--- src/rtl/axis_fifo_arbiter.sv ---
// Round-robin arbiter merging two AXI-Stream producers onto one FIFO write port.
// Grants are bounded to BURST_LEN beats and per-requester beat counts are exported.
module axis_fifo_arbiter #(
    parameter int AXIS_TDATA_WIDTH = 32,
    parameter int BURST_LEN        = 16,
    parameter int CNTR_WIDTH       = 32
) (
    input  logic                        aclk,
    input  logic                        aresetn,
    input  logic                        cfg_enable,
    output logic                        s0_axis_tready,
    input  logic [AXIS_TDATA_WIDTH-1:0] s0_axis_tdata,
    input  logic                        s0_axis_tvalid,
    output logic                        s1_axis_tready,
    input  logic [AXIS_TDATA_WIDTH-1:0] s1_axis_tdata,
    input  logic                        s1_axis_tvalid,
    input  logic                        m_axis_tready,
    output logic [AXIS_TDATA_WIDTH-1:0] m_axis_tdata,
    output logic                        m_axis_tvalid,
    output logic [1:0]                  sts_grant,
    output logic [CNTR_WIDTH-1:0]       sts_cnt0,
    output logic [CNTR_WIDTH-1:0]       sts_cnt1
);

    localparam int BW = (BURST_LEN > 1) ? $clog2(BURST_LEN) : 1;
    localparam logic [BW-1:0] LAST_BEAT = BW'(BURST_LEN - 1);

    // Encoding doubles as the one-hot {s1,s0} grant status.
    typedef enum logic [1:0] {
        IDLE   = 2'b00,
        GRANT0 = 2'b01,
        GRANT1 = 2'b10
    } state_t;

    state_t                  state_q;
    logic                    last_grant_q;
    logic [BW-1:0]           beat_cnt_q;
    logic [CNTR_WIDTH-1:0]   cnt0_q;
    logic [CNTR_WIDTH-1:0]   cnt1_q;

    logic                    beat;
    logic                    rel_grant;
    logic                    pick_s1;
    logic [BW-1:0]           beat_cnt_d;
    logic [CNTR_WIDTH-1:0]   cnt0_d;
    logic [CNTR_WIDTH-1:0]   cnt1_d;

    // NOTE: every output gets a default before the case so no path leaves it unassigned (no latch).
    always_comb begin
        s0_axis_tready = 1'b0;
        s1_axis_tready = 1'b0;
        m_axis_tvalid  = 1'b0;
        m_axis_tdata   = '0;
        unique case (state_q)
            GRANT0: begin
                m_axis_tdata   = s0_axis_tdata;
                m_axis_tvalid  = s0_axis_tvalid;
                s0_axis_tready = m_axis_tready;
            end
            GRANT1: begin
                m_axis_tdata   = s1_axis_tdata;
                m_axis_tvalid  = s1_axis_tvalid;
                s1_axis_tready = m_axis_tready;
            end
            default: ;
        endcase
    end

    assign beat       = m_axis_tvalid && m_axis_tready;
    // A stalled FIFO keeps the grant; only burst end, an idle requester or disable release it.
    assign rel_grant  = (beat && (beat_cnt_q == LAST_BEAT)) || !m_axis_tvalid || !cfg_enable;
    assign pick_s1    = s1_axis_tvalid && (!s0_axis_tvalid || !last_grant_q);
    assign beat_cnt_d = beat_cnt_q + 1'b1;
    assign cnt0_d     = cnt0_q + 1'b1;
    assign cnt1_d     = cnt1_q + 1'b1;

    // NOTE: state registers use non-blocking assignments so every update sees pre-edge values.
    always_ff @(posedge aclk) begin
        if (!aresetn) begin
            state_q      <= IDLE;
            last_grant_q <= 1'b1;
            beat_cnt_q   <= '0;
            cnt0_q       <= '0;
            cnt1_q       <= '0;
        end else begin
            unique case (state_q)
                IDLE: begin
                    if (cfg_enable && (s0_axis_tvalid || s1_axis_tvalid)) begin
                        state_q      <= pick_s1 ? GRANT1 : GRANT0;
                        last_grant_q <= pick_s1;
                        beat_cnt_q   <= '0;
                    end
                end
                GRANT0, GRANT1: begin
                    if (beat) begin
                        beat_cnt_q <= beat_cnt_d;
                        if (state_q == GRANT0) cnt0_q <= cnt0_d;
                        else                   cnt1_q <= cnt1_d;
                    end
                    if (rel_grant) state_q <= IDLE;
                end
                default: state_q <= IDLE;
            endcase
        end
    end

    assign sts_grant = state_q;
    assign sts_cnt0  = cnt0_q;
    assign sts_cnt1  = cnt1_q;

endmodule
--- config.mk ---
export PLATFORM = sky130hd
export DESIGN_NAME = axis_fifo_arbiter
export DESIGN_NICKNAME = d
export VERILOG_FILES = /design/src/rtl/axis_fifo_arbiter.sv
export SDC_FILE = /design/constraint.sdc
export NUM_CORES = 1
export LEC_CHECK = 0
export BUFFER_PORTS_ARGS = -buffer_cell sky130_fd_sc_hd__buf_4
export CORE_ASPECT_RATIO = 0.75
export CORE_MARGIN = 1
export CORE_UTILIZATION = 48
export DETAILED_ROUTE_END_ITERATION = 10
export HOLD_SLACK_MARGIN = 0.15
export MAX_ROUTING_LAYER = met4
export PLACE_DENSITY_LB_ADDON = 0.12
export SLEW_MARGIN = 10
export SYNTH_ARGS = -nofsm -noshare
export SYNTH_HDL_FRONTEND = slang
export SYNTH_SLANG_ARGS = --single-unit
--- constraint.sdc ---
create_clock -name aclk -period 2.3 [get_ports aclk]
set_input_delay 0.115 -clock aclk [delete_from_list [all_inputs] [get_ports aclk]]
set_output_delay 0.115 -clock aclk [all_outputs]
set_load 0.005 [all_outputs]
# Yosys cells after proc, flatten, opt, wreduce, memory -nomap -nowiden
# Index checks and enable logic that the tools add are counted.
dict set report word_totals {
  in_bits 70
  reg_bits 71
  elab_cells 46
}
dict set report classes {
  n_reduce_logical 20
  n_eq_ne 6
  bitwise_logic 1
  muxes 11
  n_addsub 3
}
# operator n
set ops {}
lappend ops {{adder 32 x 1 -> 32 bit, second input constant} 2}
lappend ops {{case mux 32 bit (2 select lines)} 1}
lappend ops {{AND reduction 3 bit} 3}
lappend ops {{two-way mux 4 bit} 2}
lappend ops {{case mux 4 bit (2 select lines)} 1}
lappend ops {{two-way mux 2 bit} 3}
lappend ops {{!= test 2 bit, second input constant} 3}
lappend ops {{adder 4 x 1 -> 4 bit, second input constant} 1}
lappend ops {{equality test 4 bit, second input constant} 1}
lappend ops {{logical AND 1 bit} 4}
lappend ops {{logical NOT 1 bit} 4}
lappend ops {{logical OR 1 bit} 4}
lappend ops {{case mux 2 bit (2 select lines)} 1}
lappend ops {{AND reduction 2 bit} 2}
lappend ops {{equality test 2 x 1 -> 1 bit, second input constant} 1}
lappend ops {{equality test 2 bit, second input constant} 1}
lappend ops {{logical NOT 2 bit} 1}
lappend ops {{two-way mux 1 bit} 2}
lappend ops {{case mux 1 bit (2 select lines)} 1}
lappend ops {{nonzero test 2 bit} 1}
lappend ops {{OR reduction 2 bit} 1}
lappend ops {{inverter 1 bit} 1}

# Longest topological paths before layout
# Gate-level depths: netlist of run 1.
dict set report depth {
  word_depth 8
  mapped_depth 9
}

# Worst setup path after synthesis of run 1
# Ideal clock, no wire load.
dict set report synth_timing {
  path_kind {reg2reg}
  startpoint {reg state_q[1], in the netlist sts_grant[1]}
  endpoint {reg cnt1_q[31], in the netlist sts_cnt1[31]}
  setup_ps 70
  slack_ps 166
  stages_incl_launch_ff 9
  t_required_ps 2230
  arrival_ps 2064
  path_buffers 1
  path_cell_list {dfxtp_1 > inv_1 > ha_1 > buf_2 > nand3b_2 > nor4_4 > nand4_2 > or3_1 > a21oi_1}
}
dict set report synth_via {
  elab_chain_len 4
  word_cells_on_any_way 7
}
# element line
set synth_rtl {}
lappend synth_rtl {{start, declared} 35} ;# state_t state_q;
lappend synth_rtl {{start signal, assigned} 89} ;# state_q <= pick_s1 ? GRANT1 : GRANT0;
lappend synth_rtl {{equality test 2 bit / equality test 2 x 1 -> 1 bit (equally long branches)} {54, 86, 97}}
lappend synth_rtl {{case mux 1 bit (2 select lines)} 54} ;# unique case (state_q)
lappend synth_rtl {{logical AND 1 bit} 69} ;# assign beat = m_axis_tvalid && m_axis_tready;
lappend synth_rtl {{AND reduction 3 bit (no line) *} -}
lappend synth_rtl {{end signal, assigned} 98} ;# else cnt1_q <= cnt1_d;
lappend synth_rtl {{end, declared} 39} ;# logic [CNTR_WIDTH-1:0] cnt1_q;
# Every way passes the cells marked *; elsewhere a longest branch is shown, timed or not.
# A chain may end at the register's enable or synchronous reset.

# Final worst setup path of run 1
dict set report layout_timing {
  startpoint {reg state_q[0], in the netlist sts_grant[0]}
  endpoint {reg cnt0_q[14], in the netlist sts_cnt0[14]}
}
dict set report layout_via {
  elab_chain_len 4
  word_cells_on_any_way 6
}
# element line
set layout_rtl {}
lappend layout_rtl {{equality test 2 bit / equality test 2 x 1 -> 1 bit (equally long branches)} {54, 86, 97}}
lappend layout_rtl {{case mux 1 bit (2 select lines)} 54}
lappend layout_rtl {{logical AND 1 bit} 69}
lappend layout_rtl {{AND reduction 3 bit (no line) *} -}
lappend layout_rtl {{end signal, assigned} 97} ;# if (state_q == GRANT0) cnt0_q <= cnt0_d;
lappend layout_rtl {{end, declared} 38} ;# logic [CNTR_WIDTH-1:0] cnt0_q;
# Marks and branches as above.

==> flow_summary.yaml, run 1 <==
status:
  result_of_the_run: "finished, final reports clean"
sta:
  timing.final.crit_share_pct: 94.6
  rsz_0062_raised_after_global_routing: "false"
  timing_hold_violations_final: 0
  max_freq_ghz: 0.460
  setup_tns_ps: 0
  post_route_minimum_period_ps: 2180
  timing.final.setup_violations: 0
  slew-limit-headroom_pct: 58.7
  worst_setup_slack_after_layout_ps: 124
  slew_violations: 0
  fin_worst_hold_slack_ps: 181
  worst_clock_skew_ps: 8.78
  slew_at_the_pin_closest_to_its_max_slew_limit_ps: 619
detailed_routing:
  dr.max_layer_used: "met4"
  postRouteAntennaNets: 0
  drt_drc_violations_left: 0
  drt_first_pass_iters: 4
  routed_via_density: 5.62
  first_iter_violations: 167
  met1_length_um: 5020
  route.vias.total: 4285
  route.met3.wl_um: 683
  wl_met2_um: 5900
  postRouteWirelength_um: 11800
  wl_per_cell_um: 15.5
layout:
  nFillCells: 612
  seqCellArea_sq_um: 1420
  finalInstanceArea_sq_um: 5600
  nNetsFinal: 734
  antenna_cells_inserted: 0
  post_route_cells_drive_above_1_share_pct: 34.1
  syn2layout_area_growth_pct: 44.5
  multi_input_gate_area_sq_um: 2350
  final_cells: 763
  finalCoreUtilization_pct: 74.0
synth:
  ys.warnings.count: 0
  syn-instance-count: 476
  syn_area_sq_um: 3880
  async_reset_ff_share_pct: 0
  yosys.cell_count.top_type: "sky130_fd_sc_hd__nor2_1"
  synthesis.nets: 552
  synth.area.top_cells: "sky130_fd_sc_hd__dfxtp_1 (37%), sky130_fd_sc_hd__nor2_1 (8.5%), sky130_fd_sc_hd__xor2_1 (6.6%)"
  yosysTopAreaCell: "sky130_fd_sc_hd__dfxtp_1"
  ys_dominant_reg_cell: "sky130_fd_sc_hd__dfxtp_1"
  postSynthAreaPerCell_sq_um: 8.14
  synth-seq-cells: 71
  count_of_flip_flops_with_a_built_in_enable_after_synthesis: 0
  synthTopCellsByCount: "sky130_fd_sc_hd__nor2_1 (88), sky130_fd_sc_hd__dfxtp_1 (71), sky130_fd_sc_hd__a22oi_1 (33)"
  synth_largest_type_area_fraction_pct: 36.7
  seq_area_frac_synth_pct: 36.7
  number_of_library_cell_types_mapped_by_synthesis: 46
hold_path:
  worstHoldPathCells: 4
  hold_crit_endpoint: "sts_grant[1]"
  min_from: "s0_axis_tvalid"
  timing.hold.worst.class: "input pin to flop"
die:
  floorplan.rows: 27
  ioPinCount: 171
  die_h_um: 79.8
  core_area_sq_um: 7570
  chipWidth_um: 106
  starting_density_of_the_core_pct: 51.2
  die_area_sq_um: 8440
power_and_ir_drop:
  intPower_mw: 1.91
  power.net_switching_mw: 0.607
  peakVddDrop_uv: 338
  p_total_mw: 2.52
  power.density_nw_per_um2: 450
  leakage_component_of_the_power_nw: 2.33
  seqPwrFrac_pct: 49.1
  power.share.combinational_pct: 12.2
  clock_share_of_power_pct: 38.7
  power.switching_fraction_pct: 24.1
clock_network:
  tritoncts_clock_tree: "built"
  clk_transition_reported_paths_ps: 70
  htree_levels: 3
  cts_num_sinks: 71
  max-clock-path-buffers: 2
  clock-root-buffer: "sky130_fd_sc_hd__clkbuf_8"
  clkLatencyLatePin_ps: 340
  cts_buffers: 9
placed_design:
  hpwlAfterDp_um: 8780
  buffer_ports.inserted: 170
  placed_cells: 745
  setup_slack_after_placement_ps: 68.8
  detailed_place.area_sq_um: 5350
  place_congestion: 0.867
worst_setup_path:
  reg2reg_setup_slack_ps: 120
  cp.required_ps: 2570
  critical_path.reg2reg.endpoint: "sts_cnt0[14]"
  critPathTopFamily: "simple AND/OR/NAND/NOR gates"
  timing.critical_path.to_type: "flop"
  timing_worst_setup_path_type: "flop to flop"
  slowest_delay_ps: 530
  r2r_cells: 7
  cp_data_arrival_time_ps: 2450
  critical_path.n_buffers_inverters: 2
  cp_cell_sequence: "inv_1 > ha_1 > nand3_4 > or4b_1 > buf_4 > or3_1 > a21oi_1"
  startpoint_type: "flop"
  crit_slowest_cell: "sky130_fd_sc_hd__or4b_1"
  worstReg2RegStart: "sts_grant[0]"
  critical_path.max_fanout: 11
global_route:
  grt_start_max_net_pins: 37
  grt_overflow: 0
  via_count_of_the_first_global_routing_pass: 3761
  grt_usage_pct: 28.0
  antenna_found_initial: 0
  grt_pass1_wl_um: 18300
run:
  cap_viol_max_count: 0
-- state kept, by name (all words and copies together), names as in the netlist --
register / cells
last_grant_q: 1
sts_cnt1: 32
sts_cnt0: 32
sts_grant: 2
beat_cnt_q: 4
-- power by group through the flow --
stage	combinational (mW)	clock [mW]	sequential, mW
6_report	0.307	0.975	1.24
5_1_grt	0.331	1.04	1.24
4_1_cts	0.301	0.986	1.24
3_5_place_dp	0.296	0	1.26
3_3_place_gp	0.289	0	1.26
2_1_floorplan	0.135	0	1.26
-- layout make-up --
class	instances	area share [%]
inverters	11	0.737
multi-input cells	372	41.9
clock inverters	3	0.782
well taps	101	2.26
repair buffers	193	26.3
flip-flops and latches	71	25.4
clock buffers	12	2.59
-- worst max-delay path by stage --
stage	start	endpoint	slack, ps	cells after the start
2_1_floorplan	sts_grant[1]	sts_cnt1[31]	170	8
3_5_place_dp	sts_grant[0]	sts_cnt1[28]	70	9
4_1_cts	sts_grant[0]	sts_cnt1[28]	50	9
6_report	sts_grant[0]	sts_cnt0[14]	120	7
5_1_grt	sts_grant[1]	sts_cnt1[11]	30	9
3_3_place_gp	sts_grant[0]	sts_cnt0[14]	160	7
-- worst reg2reg max path: stages (launching register included) --
cell,delay [ps]
sky130_fd_sc_hd__dfxtp_2,350
sky130_fd_sc_hd__inv_1,80
sky130_fd_sc_hd__ha_1,340
sky130_fd_sc_hd__nand3_4,120
sky130_fd_sc_hd__or4b_1,530
sky130_fd_sc_hd__buf_4,200
sky130_fd_sc_hd__or3_1,350
sky130_fd_sc_hd__a21oi_1,140
-- timing repair --
action | 4_1_cts | 5_1_grt
setup buffers | 0 | 1
setup endpoints to repair | 0 | 19
gates resized for setup | 0 | 8
hold buffers | 2 | 0
endpoints found under the hold margin | 7 | 0
-- logic make-up (layout without fill, tap and decap cells) --
| family | Yosys count | after routing | share of synthesized area (%) |
|---|---|---|---|
| multiplexers | 2 | 2 | 0.516 |
| adder cells (fa/ha/maj) | 6 | 6 | 1.94 |
| XOR/XNOR | 48 | 48 | 10.8 |
| buffers and inverters | 33 | 219 | 3.49 |
| AO/OA/AOI/OAI | 79 | 79 | 13.2 |
| AND/OR/NAND/NOR | 237 | 237 | 33.4 |
| flip-flops | 71 | 71 | 36.7 |
-- per-layer routing --
| metal | global-route usage [%] | up-vias |
|---|---|---|
| met5 | - | - |
| met4 | 9.31 | 0 |
| li1 | - | 2064 |
| met1 | 34.1 | 2038 |
| met3 | 5.06 | 24 |
| met2 | 47.2 | 159 |
-- layout by cell type, fill, tap and decap left out, types with 12 or more instances in the layout --
master and count:
sky130_fd_sc_hd__xnor2_1 19, sky130_fd_sc_hd__nand4_1 28, sky130_fd_sc_hd__a22oi_1 33, sky130_fd_sc_hd__and3_1 12, sky130_fd_sc_hd__a21oi_1 19, sky130_fd_sc_hd__buf_4 189
sky130_fd_sc_hd__nor2_1 88, sky130_fd_sc_hd__nand2_1 27, sky130_fd_sc_hd__o21ai_0 17, sky130_fd_sc_hd__xor2_1 29, sky130_fd_sc_hd__nand3_1 22, sky130_fd_sc_hd__dfxtp_1 69
Power figures use the tool's default switching activity.
==> run 2, diff against run 1 <==
REMOVE_ABC_BUFFERS = 1   (was unset)
==> flow_summary.yaml, run 2 (synthesis gave the netlist of run 1 again) <==
status:
  result_of_the_run: "finished, final reports clean"
power_and_ir_drop:
  power.switching_fraction_pct: 23.5
  power.share.combinational_pct: 11.6
  leakage_component_of_the_power_nw: 2.35
  peakVddDrop_uv: 340
  power.density_nw_per_um2: 477
  seqPwrFrac_pct: 45.9
  clock_share_of_power_pct: 42.4
  power.net_switching_mw: 0.633
  intPower_mw: 2.06
clock_network:
  clkLatencyLatePin_ps: 350
  cts_num_sinks: 71
  tritoncts_clock_tree: "built"
  htree_levels: 3
  max-clock-path-buffers: 2
  clock-root-buffer: "sky130_fd_sc_hd__clkbuf_8"
  cts_buffers: 9
  clk_transition_reported_paths_ps: 80
run:
  cap_viol_max_count: 0
global_route:
  grt_usage_pct: 27.2
  grt_pass1_wl_um: 17900
  grt_start_max_net_pins: 42
  via_count_of_the_first_global_routing_pass: 3846
  grt_overflow: 0
  antenna_found_initial: 0
worst_setup_path:
  worstReg2RegStart: "sts_grant[1]"
  critical_path.max_fanout: 11
  r2r_cells: 7
  startpoint_type: "flop"
  timing_worst_setup_path_type: "flop to flop"
  cp_data_arrival_time_ps: 2510
  cp.required_ps: 2580
  reg2reg_setup_slack_ps: 70
  timing.critical_path.to_type: "flop"
  critical_path.reg2reg.endpoint: "sts_cnt0[14]"
detailed_routing:
  first_iter_violations: 259
  postRouteAntennaNets: 0
  postRouteWirelength_um: 11100
  wl_per_cell_um: 14.6
  route.vias.total: 4217
  drt_drc_violations_left: 0
  routed_via_density: 5.53
  drt_first_pass_iters: 4
placed_design:
  setup_slack_after_placement_ps: 35.4
  hpwlAfterDp_um: 8240
  buffer_ports.inserted: 170
  place_congestion: 0.909
hold_path:
  min_from: "s1_axis_tvalid"
  hold_crit_endpoint: "sts_grant[0]"
  worstHoldPathCells: 4
  timing.hold.worst.class: "input pin to flop"
sta:
  timing.final.crit_share_pct: 96.7
  fin_worst_hold_slack_ps: 194
  slew_violations: 0
  timing.final.setup_violations: 0
  post_route_minimum_period_ps: 2230
  worst_setup_slack_after_layout_ps: 74.9
  max_freq_ghz: 0.449
  rsz_0062_raised_after_global_routing: "true"
  worst_clock_skew_ps: 13.9
  timing_hold_violations_final: 0
  slew-limit-headroom_pct: 55.4
  setup_tns_ps: 0
  slew_at_the_pin_closest_to_its_max_slew_limit_ps: 664
layout:
  post_route_cells_drive_above_1_share_pct: 34.1
  finalCoreUtilization_pct: 74.6
  antenna_cells_inserted: 0
  mostFrequentLayoutCells: "sky130_fd_sc_hd__buf_4 (187), sky130_fd_sc_hd__nor2_1 (88), sky130_fd_sc_hd__dfxtp_1 (70)"
  most_common_library_cell_in_the_layout_ignoring_fill_and_taps: "sky130_fd_sc_hd__buf_4"
  nNetsFinal: 734
  syn2layout_area_growth_pct: 45.6
die:
  starting_density_of_the_core_pct: 51.2
  core_area_sq_um: 7570
  ioPinCount: 171
  chipWidth_um: 106
  die_area_sq_um: 8440
  floorplan.rows: 27
  die_h_um: 79.8
run 2: metal layers:
layer | GRT usage, % | part of all wire, %
met5 | - | 0
met3 | 5.22 | 5.5
met4 | 8.19 | 1.3
met2 | 45.2 | 50
met1 | 33.6 | 43
run 2: cell type report:
class	instances	area, sq um
fillers	592	1920
flip-flops and latches	71	1420
clock buffers	11	151
well taps	101	126
multi-input cells	372	2340
inverters	11	41.3
repair buffers	193	1490
clock inverters	4	76.3
run 2: worst max path at each step:
stage / cells past startpoint / startpoint / endpoint
finish: 7 / sts_grant[1] / sts_cnt0[14]
global route: 7 / sts_grant[1] / sts_cnt0[29]
CTS: 7 / sts_grant[0] / sts_cnt0[29]
detailed placement: 7 / sts_grant[0] / sts_cnt0[29]
global placement: 7 / sts_grant[0] / sts_cnt0[29]
floorplan: 6 / sts_grant[0] / sts_cnt0[14]
run 2: metrics by stage:
step / instance area (sq um) / instances / power [mW]
6_report: 5650 / 763 / 2.69
5_1_grt: 5650 / 763 / 2.80
4_1_cts: 5600 / 761 / 2.71
3_5_place_dp: 5350 / 744 / 1.57
3_3_place_gp: 5350 / 744 / 1.56
2_1_floorplan: 3780 / 454 / 1.38
run 2: critical path: stages, from the launching register on:
cell	delay, ps
sky130_fd_sc_hd__dfxtp_1	390
sky130_fd_sc_hd__inv_1	80
sky130_fd_sc_hd__ha_1	350
sky130_fd_sc_hd__nand3_4	140
sky130_fd_sc_hd__or4b_1	530
sky130_fd_sc_hd__buf_4	200
sky130_fd_sc_hd__or3_1	350
sky130_fd_sc_hd__a21oi_1	140
run 2: what timing repair did:
| item | CTS | global route |
|---|---|---|
| endpoints found under the hold margin | 7 | 0 |
| buffers inserted | 0 | 2 |
| setup endpoints to repair | 0 | 17 |
| hold buffers | 2 | 0 |
| gates resized for setup | 0 | 6 |
run 2: power groups by stage:
stage	combinational, mW	sequential, mW	clock (mW)
after floorplan	0.121	1.26	0
after global routing	0.341	1.24	1.22
final	0.314	1.24	1.14
after global placement	0.295	1.26	0
after CTS	0.308	1.24	1.17
after detailed placement	0.303	1.26	0
